File: config.mk
export PLATFORM = sky130hd
export DESIGN_NAME = retire_trace_tx
export DESIGN_NICKNAME = d
export VERILOG_FILES = /design/src/rtl/trace_pkg.sv /design/src/rtl/trace_fifo.sv /design/src/rtl/retire_trace_tx.sv
export SDC_FILE = /design/constraint.sdc
export NUM_CORES = 1
export LEC_CHECK = 0
export BUFFER_PORTS_ARGS = -buffer_cell sky130_fd_sc_hd__buf_2
export CORE_MARGIN = 2
export CORE_UTILIZATION = 55
export DETAILED_ROUTE_END_ITERATION = 10
export PLACE_DENSITY = 0.74
export REMOVE_ABC_BUFFERS = 1
export SKIP_CTS_REPAIR_TIMING = 1
export SLEW_MARGIN = 40
export SYNTH_ARGS = -nofsm -noshare
export SYNTH_HDL_FRONTEND = slang
export SYNTH_SLANG_ARGS = --single-unit
File: constraint.sdc
create_clock -name clk -period 4.45 [get_ports clk]
set_input_delay 0.2225 -clock clk [delete_from_list [all_inputs] [get_ports clk]]
set_output_delay 0.2225 -clock clk [all_outputs]
set_load 0.02 [all_outputs]
File: src/rtl/trace_pkg.sv
// trace_pkg: shared definitions for the retire-trace link.
// Holds the record type, the transmit FSM state encoding, the header
// bit positions and a header-packing helper. The receiving checker uses
// the same header layout.
// Related block option: TRACE_COMPRESS_EN (used in retire_trace_tx.sv).
package trace_pkg;

  localparam logic [3:0] TRACE_SYNC = 4'hA;

  // Header word layout
  localparam int HDR_SYNC_LSB = 12;
  localparam int HDR_HLT_BIT  = 11;
  localparam int HDR_RW_BIT   = 10;
  localparam int HDR_MW_BIT   = 9;
  localparam int HDR_OVF_BIT  = 8;
  localparam int HDR_DST_LSB  = 4;
  localparam int HDR_SEQ_LSB  = 0;

  typedef struct packed {
    logic        hlt;
    logic        reg_write;
    logic        mem_write;
    logic        ovf;
    logic [3:0]  dst;
    logic [3:0]  seq;
    logic [15:0] pc;
    logic [15:0] data;
  } trace_rec_t;

  typedef enum logic [2:0] {IDLE, HDR, PC, DATA, DONE} trace_state_t;

  function automatic logic [15:0] make_hdr(input trace_rec_t rec);
    logic [15:0] h;
    h = '0;
    h[HDR_SYNC_LSB +: 4] = TRACE_SYNC;
    h[HDR_HLT_BIT]       = rec.hlt;
    h[HDR_RW_BIT]        = rec.reg_write;
    h[HDR_MW_BIT]        = rec.mem_write;
    h[HDR_OVF_BIT]       = rec.ovf;
    h[HDR_DST_LSB +: 4]  = rec.dst;
    h[HDR_SEQ_LSB +: 4]  = rec.seq;
    return h;
  endfunction

endpackage

File: src/rtl/trace_fifo.sv
// trace_fifo: DEPTH-entry synchronous FIFO of trace_rec_t.
// Ports:
//   clk, rst_n        clock, synchronous active-low reset
//   i_push, i_rec     write request and record
//   i_pop             read request (head advances)
//   o_head            current head record (valid when !o_empty)
//   o_full, o_empty   status
//   o_count           number of stored records
// A push while full is accepted when a pop happens on the same edge.
module trace_fifo
  import trace_pkg::*;
#(
  parameter int DEPTH = 4,
  localparam int AW = $clog2(DEPTH),
  localparam int CW = AW + 1
) (
  input  logic          clk,
  input  logic          rst_n,
  input  logic          i_push,
  input  trace_rec_t    i_rec,
  input  logic          i_pop,
  output trace_rec_t    o_head,
  output logic          o_full,
  output logic          o_empty,
  output logic [CW-1:0] o_count
);

  trace_rec_t    r_mem [DEPTH];
  logic [AW-1:0] r_wptr;
  logic [AW-1:0] r_rptr;
  logic [CW-1:0] r_count;
  logic          w_push;
  logic          w_pop;

  assign o_full  = (r_count == CW'(DEPTH));
  assign o_empty = (r_count == '0);
  assign o_count = r_count;
  assign o_head  = r_mem[r_rptr];

  assign w_pop  = i_pop && !o_empty;
  assign w_push = i_push && (!o_full || w_pop);

  always_ff @(posedge clk) begin
    if (w_push) r_mem[r_wptr] <= i_rec;
  end

  always_ff @(posedge clk) begin
    if (!rst_n) begin
      r_wptr  <= '0;
      r_rptr  <= '0;
      r_count <= '0;
    end else begin
      if (w_push) r_wptr <= r_wptr + 1'b1;
      if (w_pop)  r_rptr <= r_rptr + 1'b1;
      case ({w_push, w_pop})
        2'b10:   r_count <= r_count + 1'b1;
        2'b01:   r_count <= r_count - 1'b1;
        default: r_count <= r_count;
      endcase
    end
  end

endmodule

File: src/rtl/retire_trace_tx.sv
// retire_trace_tx: transmit end of the retire-trace interface.
// Captures one record per retiring instruction into a small FIFO and sends
// each as HDR, PC, DATA 16-bit words over a valid/ready handshake.
// Records that find the FIFO full are dropped and counted; the next
// accepted record carries the overflow flag in its header.
// Ports:
//   clk, rst_n                 clock, synchronous active-low reset
//   i_ret_*                    retire record from WB
//   o_tx_valid/i_tx_ready      word handshake
//   o_tx_data, o_tx_last       trace word, last word of record
//   o_drop_cnt                 saturating count of dropped records
//   o_tx_done                  HLT record fully sent (sticky)
// Build option: TRACE_COMPRESS_EN sends records with no register write,
// no store and no halt as HDR+PC only.
module retire_trace_tx
  import trace_pkg::*;
#(
  parameter int DEPTH  = 4,
  parameter int DROP_W = 8
) (
  input  logic              clk,
  input  logic              rst_n,
  input  logic              i_ret_valid,
  input  logic [15:0]       i_ret_pc,
  input  logic              i_ret_hlt,
  input  logic              i_ret_reg_write,
  input  logic              i_ret_mem_write,
  input  logic [3:0]        i_ret_dst,
  input  logic [15:0]       i_ret_data,
  output logic              o_tx_valid,
  input  logic              i_tx_ready,
  output logic [15:0]       o_tx_data,
  output logic              o_tx_last,
  output logic [DROP_W-1:0] o_drop_cnt,
  output logic              o_tx_done
);

  localparam int CW = $clog2(DEPTH) + 1;
  localparam logic [DROP_W-1:0] DROP_MAX = '1;

  trace_state_t      r_state, w_state_nxt;
  logic              r_tx_valid, w_valid_nxt;
  logic [15:0]       r_tx_data, w_data_nxt;
  logic              r_tx_last, w_last_nxt;
  logic [DROP_W-1:0] r_drop_cnt;
  logic              r_done;
  logic [3:0]        r_seq;
  logic              r_ovf;
  logic [15:0]       r_cur_pc;
  logic [15:0]       r_cur_data;
  logic              r_cur_hlt;
  logic              r_cur_short;

  trace_rec_t        w_new_rec;
  trace_rec_t        w_head;
  logic              w_full, w_empty;
  logic [CW-1:0]     w_count;
  logic              w_push, w_drop, w_pop, w_hs, w_rec_end, w_head_short;

  assign w_new_rec = '{hlt: i_ret_hlt, reg_write: i_ret_reg_write,
                       mem_write: i_ret_mem_write, ovf: r_ovf, dst: i_ret_dst,
                       seq: r_seq, pc: i_ret_pc, data: i_ret_data};

  // A full FIFO still accepts when the FSM pops on the same edge.
  assign w_push = i_ret_valid && (r_state != DONE) && ((w_count < CW'(DEPTH)) || w_pop);
  assign w_drop = i_ret_valid && (r_state != DONE) && w_full && !w_pop;
  assign w_hs   = r_tx_valid && i_tx_ready;

`ifdef TRACE_COMPRESS_EN
  assign w_head_short = !w_head.hlt && !w_head.reg_write && !w_head.mem_write;
`else
  assign w_head_short = 1'b0;
`endif

  trace_fifo #(.DEPTH(DEPTH)) u_fifo (
    .clk     (clk),
    .rst_n   (rst_n),
    .i_push  (w_push),
    .i_rec   (w_new_rec),
    .i_pop   (w_pop),
    .o_head  (w_head),
    .o_full  (w_full),
    .o_empty (w_empty),
    .o_count (w_count)
  );

  always_ff @(posedge clk) begin
    if (!rst_n) begin
      r_state     <= IDLE;
      r_tx_valid  <= 1'b0;
      r_tx_data   <= '0;
      r_tx_last   <= 1'b0;
      r_drop_cnt  <= '0;
      r_done      <= 1'b0;
      r_seq       <= '0;
      r_ovf       <= 1'b0;
      r_cur_pc    <= '0;
      r_cur_data  <= '0;
      r_cur_hlt   <= 1'b0;
      r_cur_short <= 1'b0;
    end else begin
      r_state    <= w_state_nxt;
      r_tx_valid <= w_valid_nxt;
      r_tx_data  <= w_data_nxt;
      r_tx_last  <= w_last_nxt;
      r_done     <= (w_state_nxt == DONE);
      if (w_pop) begin
        r_cur_pc    <= w_head.pc;
        r_cur_data  <= w_head.data;
        r_cur_hlt   <= w_head.hlt;
        r_cur_short <= w_head_short;
      end
      if (w_push) begin
        r_seq <= r_seq + 1'b1;
        r_ovf <= 1'b0;
      end else if (w_drop) begin
        r_ovf <= 1'b1;
        if (r_drop_cnt != DROP_MAX) r_drop_cnt <= r_drop_cnt + 1'b1;
      end
    end
  end

  always_comb begin
    w_state_nxt = r_state;
    w_valid_nxt = r_tx_valid;
    w_data_nxt  = r_tx_data;
    w_last_nxt  = r_tx_last;
    w_pop       = 1'b0;
    w_rec_end   = 1'b0;
    case (r_state)
      IDLE: w_rec_end = 1'b1;
      HDR: begin
        if (w_hs) begin
          w_state_nxt = PC;
          w_data_nxt  = r_cur_pc;
          w_last_nxt  = r_cur_short;
        end
      end
      PC: begin
        if (w_hs) begin
          if (r_cur_short) begin
            w_rec_end = 1'b1;
          end else begin
            w_state_nxt = DATA;
            w_data_nxt  = r_cur_data;
            w_last_nxt  = 1'b1;
          end
        end
      end
      DATA: begin
        if (w_hs) begin
          if (r_cur_hlt) begin
            w_state_nxt = DONE;
            w_valid_nxt = 1'b0;
            w_last_nxt  = 1'b0;
          end else begin
            w_rec_end = 1'b1;
          end
        end
      end
      DONE: begin
        w_valid_nxt = 1'b0;
        w_last_nxt  = 1'b0;
      end
      default: w_state_nxt = IDLE;
    endcase
    // Record finished (or idle): start the next one without a bubble.
    if (w_rec_end) begin
      if (!w_empty) begin
        w_pop       = 1'b1;
        w_state_nxt = HDR;
        w_valid_nxt = 1'b1;
        w_data_nxt  = make_hdr(w_head);
        w_last_nxt  = 1'b0;
      end else begin
        w_state_nxt = IDLE;
        w_valid_nxt = 1'b0;
        w_last_nxt  = 1'b0;
      end
    end
  end

  assign o_tx_valid = r_tx_valid;
  assign o_tx_data  = r_tx_data;
  assign o_tx_last  = r_tx_last;
  assign o_drop_cnt = r_drop_cnt;
  assign o_tx_done  = r_done;

endmodule
Word-level counts from Yosys, hierarchy flattened:

Memory sizes are Yosys's and may differ from the RTL's. A register that Yosys moved wholly into a read port is not among the register bits.
Index checks and enable logic that the tools add are counted.
Widths: inputs -> output; s select.

* add/subtract/negate cells: 6
* order comparisons: 1
* equal/unequal tests: 16
* multiplexer cells: 29
* bitwise operators: 2
* reduce and logical (&&, ||, !) cells: 23

Operators with widths (number)
* $mux 16: 4
* $pmux 16 s2: 1
* $mux 3: 5
* $mux 1: 12
* $pmux 3 s4: 1
* $eq 3x3->1 const B: 3
* $ne 3x3->1 const B: 3
* $add 8x1->8 const B: 1
* $ne 2x2->1 const B: 4
* $ne 8x8->1 const B: 1
* $logic_and 1x1->1: 7
* $eq 3x2->1 const B: 2
* $logic_not 3->1: 2
* $pmux 3 s2: 1
* $reduce_and 3->1: 2
* $reduce_or 2->1: 3
* $reduce_and 5->1: 1
* $add 2x1->2 const B: 2
* $add 4x1->4 const B: 1
* $mux 2: 2
* $pmux 1 s2: 2
* $pmux 1 s4: 1
* $reduce_bool 4->1: 1
* $add 3x1->3 const B: 1
* 10 further kinds: 14

* register bits: 75
* memory bits (writable): 176
* bits of input ports: 43
* output and inout bits: 27
* logic and storage cells: 92
* memories kept: 1

Memories
* u_fifo.r_mem: depth 4, width 44, read ports 1, clocked after Yosys merged registers in 1, write ports 1, RTL line trace_fifo.sv:28 `trace_rec_t r_mem [DEPTH];`

Logic depth before layout (Yosys ltp):

Gate-level depths: netlist of run 1.

* depth in word-level cells: 9
* mapped depth: 12
* depth with buffers taken out: 8

Modules after synthesis:

Synthesis of run 1 repeated with hierarchy kept, for this count alone.

* cell total of the unflattened synthesis: 648
* area, all modules: 10003.3 µm²

By module, submodules not included
* trace_fifo: instances 1, cells each 284, area an instance 6890.4 µm², seq. area each 5465.2 µm²
* retire_trace_tx: instances 1, cells each 364, area an instance 3113.0 µm², seq. area each 1361.3 µm²

Worst setup path before layout of run 1:

OpenSTA, ideal clock, no wires.

* kind: register to register
* start: register r_state[2]
* end: memory u_fifo.r_mem[0][0] (netlist bit) (enable)
* library setup time: 0.406 ns
* arrival time: 2.237 ns
* required time: 4.044 ns
* setup slack: 1.806 ns
* cell stages (with the launch flop): 6
* clock period less this slack: 2.644 ns
* cells stage by stage: dfxtp_1 buf_4 or3b_4 buf_2 a22o_1 and3_1

* longest elaborated chain between the ends: 8
* elaborated cells between the ends (all ways): 13
* classes of those cells: 2 x eq/ne; 4 x mux; 7 x reduce/logical

RTL lines
* from (decl): RTL line retire_trace_tx.sv:41 `trace_state_t r_state, w_state_nxt;`
* from (signal assigned): RTL line retire_trace_tx.sv:102 `r_state <= w_state_nxt;`
* $eq 3x2->1 or $logic_not 3->1 (tied branches): RTL line retire_trace_tx.sv:130 `case (r_state)`
* $pmux 1 s2: RTL line retire_trace_tx.sv:130
* $mux 1: RTL line retire_trace_tx.sv:168 `if (w_rec_end) begin`
* $logic_or 1x1->1 or $logic_and 1x1->1 (tied branches): RTL line retire_trace_tx.sv:65, trace_fifo.sv:40
* $logic_and 1x1->1 or $logic_or 1x1->1 (tied branches): RTL line retire_trace_tx.sv:65, trace_fifo.sv:41
* $logic_and 1x1->1 *: RTL line trace_fifo.sv:41 `assign w_push = i_push && (!o_full || w_pop);`
* $mux 1 *: RTL line trace_fifo.sv:44 `if (w_push) r_mem[r_wptr] <= i_rec;`
* $mux 1 (not written as such) *: RTL line trace_fifo.sv:44
* to (decl): RTL line trace_fifo.sv:28

Every way passes the cells marked *; elsewhere a longest branch is shown, timed or not.

Worst setup path after layout of run 1:

* start: register r_state[1]
* end: memory u_fifo.r_mem[0][29] (netlist bit) (enable)

Same word-level chain as after synthesis.

==> results of run 1 <==
## path summary, 6_finish.rpt
path	startpoint	to	slack, ns	depth (start not counted)
max	r_state[1]$_SDFF_PN0_	u_fifo.r_mem[0][29]$_DFFE_PP_	1.40	4
min	i_tx_ready	o_tx_valid$_SDFFE_PN0P_	0.06	3
max reg2reg	r_state[1]$_SDFF_PN0_	u_fifo.r_mem[0][29]$_DFFE_PP_	1.40	4
min reg2reg	r_cur_pc[11]$_SDFFE_PN0P_	r_cur_pc[11]$_SDFFE_PN0P_	0.47	2
## final cells by class
class                   instances  area (um^2)  area share, %
flip-flops and latches        253         6830           58.3
multi-input cells             343         2920           24.9
repair buffers                122          841           7.17
clock buffers                  36          739           6.31
well taps                     229          287           2.45
clock inverters                12         82.6          0.705
inverters                       5         18.8          0.160
diodes                          1         2.50         0.0214
## stage by stage
stage | cell area (um^2) | cells
floorplan | 9730 | 601
global placement | 10500 | 913
detailed placement | 10500 | 913
CTS | 11300 | 961
global route | 11700 | 1000
finish | 11700 | 1001
## worst max-delay path: stages, from the launching register on
cell,delay (ns)
dfxtp_1,0.59
nor2b_1,0.51
a22o_1,0.44
and3_2,0.77
buf_4,0.40
## cell usage in the layout, fill, tap and decap left out, drive strengths merged, types with 5 or more instances in the layout
master	synthesis	final
and3	7	7
nor3	30	30
o21ai	44	44
dlygate4sd3	0	39
mux2i	11	11
clkbuf	30	36
edfxtp	176	176
mux4	44	44
a22oi	7	7
clkinv	0	9
nand3	42	42
inv	5	5
a21oi	50	50
a222oi	11	11
a22o	18	18
buf	23	83
dfxtp	77	77
nand2	16	16
nand2b	11	11
nor2	8	8
ha	6	6
## registers in the layout, summed over array words and instances, names as in the netlist, 3 cells and up, named ones only
signal	cells
u_fifo.o_count	3
r_state	3
u_fifo.r_mem	176
r_cur_pc	16
r_seq	4
o_drop_cnt	8
r_cur_data	16
o_tx_data	16
## logic make-up after synthesis
group / after synthesis / synth area share [%]
AOI/OAI and AO/OA: 146 / 9.29
xor gates and xnor gates: 1 / 0.0879
muxes: 55 / 11.0
and+or+nand+nor: 134 / 7.55
buffers and inverters: 58 / 2.57
DFF: 253 / 68.5
adders and majority gates: 7 / 0.954
## power groups by stage
stage	Clock (mW)	Combinational, mW	Sequential [mW]
2_1_floorplan	0	1.02	3.16
3_3_place_gp	0	1.52	3.13
3_5_place_dp	0	1.57	3.16
4_1_cts	2.09	1.59	3.11
5_1_grt	2.18	1.76	3.15
6_report	2.07	1.62	3.11
## routing by layer
metal / GRT usage, % / share of wire (%) / routed length (um)
met1: 29.0 / 41 / 8650
met2: 36.0 / 51 / 10900
met3: 3.28 / 6.6 / 1420
met4: 5.95 / 1.9 / 408
met5: 0 / 0 / 0
==> results.yml, run 1 <==
outcome:
  status: "complete, no violations"
synthesis:
  yosysWarnings: 0
  synth_edf_count: 176
  seq_area_frac_synth_pct: 68.5
  synthTopCellsByCount: "176 x edfxtp_1, 77 x dfxtp_1, 50 x a21oi_1"
  synthDistinctLibCells: 50
  synthMostInstantiatedCell: "edfxtp_1"
  syn_area_per_cell_um2: 15.2
  ys_seq_elements: 253
  synthArstFlopShare_pct: 0
  synth_top_cells_by_area: "edfxtp_1 53%, dfxtp_1 15%, mux4_2 9.9%, a21oi_1 2.5%, o21ai_0 2.2%"
  yosys.area.top_type: "edfxtp_1"
  synthCells: 654
  syn_area_um2: 9970
  yosysTopAreaCellShare_pct: 53.0
  ys.flop_type: "edfxtp_1"
critical_path:
  worstPathMaxFanout: 28
  start_kind: "register"
  critPathKind: "reg -> reg"
  worstSetupEndpointType: "register"
  cp.arrival_ns: 3.24
  critical_path_required_ns: 4.64
die:
  num_rows: 49
  fp.dieW_um: 139
  die_h_um: 139
  core_um2: 17800
  dieArea_um2: 19200
  start_util_pct: 55.9
  pin_count: 70
sta:
  fin_crit_ns: 3.05
  hold_viol_final: 0
  final-setup-viol-count: 0
  tightest_slew_ns: 0.787
  maxSlewViolCount: 0
  rsz0062_at_grt: "false"
  whs_ns: 0.0578
  finalWorstSetupSlack_ns: 1.40
  tns_ns: 0
  clock-skew-final_ns: 0.0147
  fmax_mhz: 328
  max_slew_margin_pct: 47.5
  finalCritPeriodShare_pct: 68.5
clock_network:
  root_buffer: "clkbuf_16"
  clock_latency_ns: 0.52
  clkTransAtPathRegs_ns: 0.06
  cts_tree: "done"
  clockBufferDepth: 3
  numCtsBuffers: 26
  cts.htree.levels: 1
  cts_num_sinks: 253
final_layout:
  syn_to_final_growth_pct: 17.6
  fillerInstances: 1223
  final_util_pct: 65.7
  nets: 801
  drive_gt1_share_pct: 23.5
detailed_routing:
  routedWlPerCell_um: 21.3
  drcViolationCount: 0
  wirelength_um: 21300
  vias: 6161
  vias_per_cell: 6.15
  drt_iter0_drc: 579
  firstDrtPassIters: 8
  final_antenna_net_count: 0
placed_design:
  dpl.hpwl_um: 11800
  dp_slack_ns: 1.40
  port-buffer-count: 69
  gp_congestion: 0.798
min_path:
  hp-class: "in -> reg"
power_and_ir_drop:
  p_clk_share_pct: 30.4
  leakage_nw: 4.04
  intPower_mw: 4.74
  pwr-share-seq_pct: 45.8
  power_mw: 6.79
  power.density_nw_per_um2: 580
  combPwrFrac_pct: 23.8
  switching_power_mw: 2.06
  peakVddDrop_mv: 0.437
  swShare_pct: 30.3
global_routing:
  grt_pass1_vias: 6197
  grt_usage_pct: 21.2
  grt_pass1_wl_um: 32600
  grt-ovfl-total: 0
  grt_max_degree: 57
  antenna_found_initial: 0
job:
  maxCapViolCount: 0
Note: power is estimated with default switching activity, not from simulation.
==> inputs of run 2 (changes only) <==
==> constraint.sdc (replaced) <==
create_clock -name clk -period 3.1 [get_ports clk]
set_input_delay 0.155 -clock clk [delete_from_list [all_inputs] [get_ports clk]]
set_output_delay 0.155 -clock clk [all_outputs]
set_load 0.02 [all_outputs]
==> results.yml, run 2 (same netlist as run 1, synthesis figures left out) <==
die:
  die_h_um: 139
  dieArea_um2: 19200
  start_util_pct: 55.9
  pin_count: 70
  core_um2: 17800
  num_rows: 49
  fp.dieW_um: 139
final_layout:
  layout_common_cells: "176 x edfxtp_1, 75 x dfxtp_1, 69 x buf_2, 49 x a21oi_1, 44 x mux4_2"
  final_util_pct: 66.1
  multi_input_area_um2: 2910
  nets: 804
  n_antenna_cell: 0
  layout.area.seq_um2: 6830
  syn_to_final_growth_pct: 18.4
  fillerInstances: 1242
  drive_gt1_share_pct: 24.4
  largest_reg_flops: 176
  top_register: "u_fifo.r_mem"
  mostFrequentLayoutCell: "edfxtp_1"
clock_network:
  cts.htree.levels: 1
  clockBufferDepth: 3
  clkTransAtPathRegs_ns: 0.06
  numCtsBuffers: 25
  clock_latency_ns: 0.51
  cts_num_sinks: 253
  cts_tree: "done"
  root_buffer: "clkbuf_16"
sta:
  finalWorstSetupSlack_ns: 0.518
  finalCritPeriodShare_pct: 83.3
  fin_crit_ns: 2.58
  final-setup-viol-count: 0
  hold_viol_final: 0
  fmax_mhz: 387
  whs_ns: 0.0173
  tns_ns: 0
  clock-skew-final_ns: 0.00705
  tightest_slew_ns: 0.657
  maxSlewViolCount: 0
  rsz0062_at_grt: "false"
  max_slew_margin_pct: 56.2
detailed_routing:
  final_antenna_net_count: 0
  firstDrtPassIters: 5
  vias: 6108
  routedWlPerCell_um: 20.6
  vias_per_cell: 6.10
  wirelength_um: 20600
  drt_iter0_drc: 569
  drcViolationCount: 0
placed_design:
  gp_congestion: 0.772
  dpl.hpwl_um: 11400
  port-buffer-count: 69
  dp_slack_ns: 0.553
critical_path:
  crit_family: "compound AO/OA/AOI/OAI gates"
  max_stage_delay_ns: 0.54
  critPathKind: "reg -> reg"
  critical_path_required_ns: 3.50
  crit_chain: "and4b_1 -> a21o_2 -> nand2_1 -> a21oi_1 -> fa_1 -> a21o_1 -> a22o_1 -> o31a_1"
  worstSetupEndpointType: "register"
  worstPathMaxFanout: 8
  cp.arrival_ns: 2.98
  cpMaxStageDelayCell: "dfxtp_1"
  start_kind: "register"
  critPathBufInv: 0
job:
  maxCapViolCount: 0
global_routing:
  grt_pass1_vias: 6166
  grt_pass1_wl_um: 32200
  grt_max_degree: 57
  grt-ovfl-total: 0
  grt_usage_pct: 21.0
  antenna_found_initial: 0
outcome:
  status: "complete, no violations"
power_and_ir_drop:
  leakage_nw: 4.09
  peakVddDrop_mv: 0.559
  power.density_nw_per_um2: 829
  power_mw: 9.78
min_path:
  hp-class: "in -> reg"
run 2: changes by cell type in the layout (fill, tap and decap cells not counted), sizes merged:
cell	delta
clkinvlp	-1
inv	+1
clkbuf	-9
diode	-1
bufinv	+2
clkinv	+4
buf	+4
run 2: area by class of cell:
class / count / share of cell area [%]
flip-flops and latches: 253 / 57.9
multi-input cells: 343 / 24.7
repair buffers: 126 / 7.97
clock buffers: 27 / 5.45
well taps: 229 / 2.43
clock inverters: 18 / 1.44
inverters: 5 / 0.159
run 2: per-stage QoR:
stage	cells	cell area, um^2
2_1_floorplan	601	9730
3_3_place_gp	916	10600
3_5_place_dp	916	10600
4_1_cts	961	11400
5_1_grt	1001	11800
6_report	1001	11800
run 2: where the power goes:
part / internal [mW] / switching [mW] / leakage, nW
sequential: 4.10 / 0.278 / 2.25
combinational: 1.00 / 1.43 / 1.43
clock: 1.75 / 1.22 / 0.403
run 2: worst register-to-register path, cell delays in order (launching register included):
cell and delay (ns):
dfxtp_1 0.54, and4b_1 0.35, a21o_2 0.26, nand2_1 0.13
a21oi_1 0.09, fa_1 0.50, a21o_1 0.19, a22o_1 0.18
o31a_1 0.24
run 2: final timing paths:
kind / from / end / slack (ns) / cells after the start
setup / recovery: r_state[2]$_SDFF_PN0_ / u_fifo.o_count[2]$_SDFFE_PN0P_ / 0.52 / 8
setup reg to reg: r_state[2]$_SDFF_PN0_ / u_fifo.o_count[2]$_SDFFE_PN0P_ / 0.52 / 8
hold reg to reg: r_cur_pc[10]$_SDFFE_PN0P_ / r_cur_pc[10]$_SDFFE_PN0P_ / 0.48 / 2
hold / removal: i_tx_ready / o_tx_valid$_SDFFE_PN0P_ / 0.02 / 3
run 2: metal layers:
layer	global-route usage, %	vias to the layer above	share of wire [%]
met5	0	-	0
li1	-	2780	-
met3	3.25	26	6.9
met2	36.2	231	51
met1	28.1	3071	40
met4	6.17	0	1.7
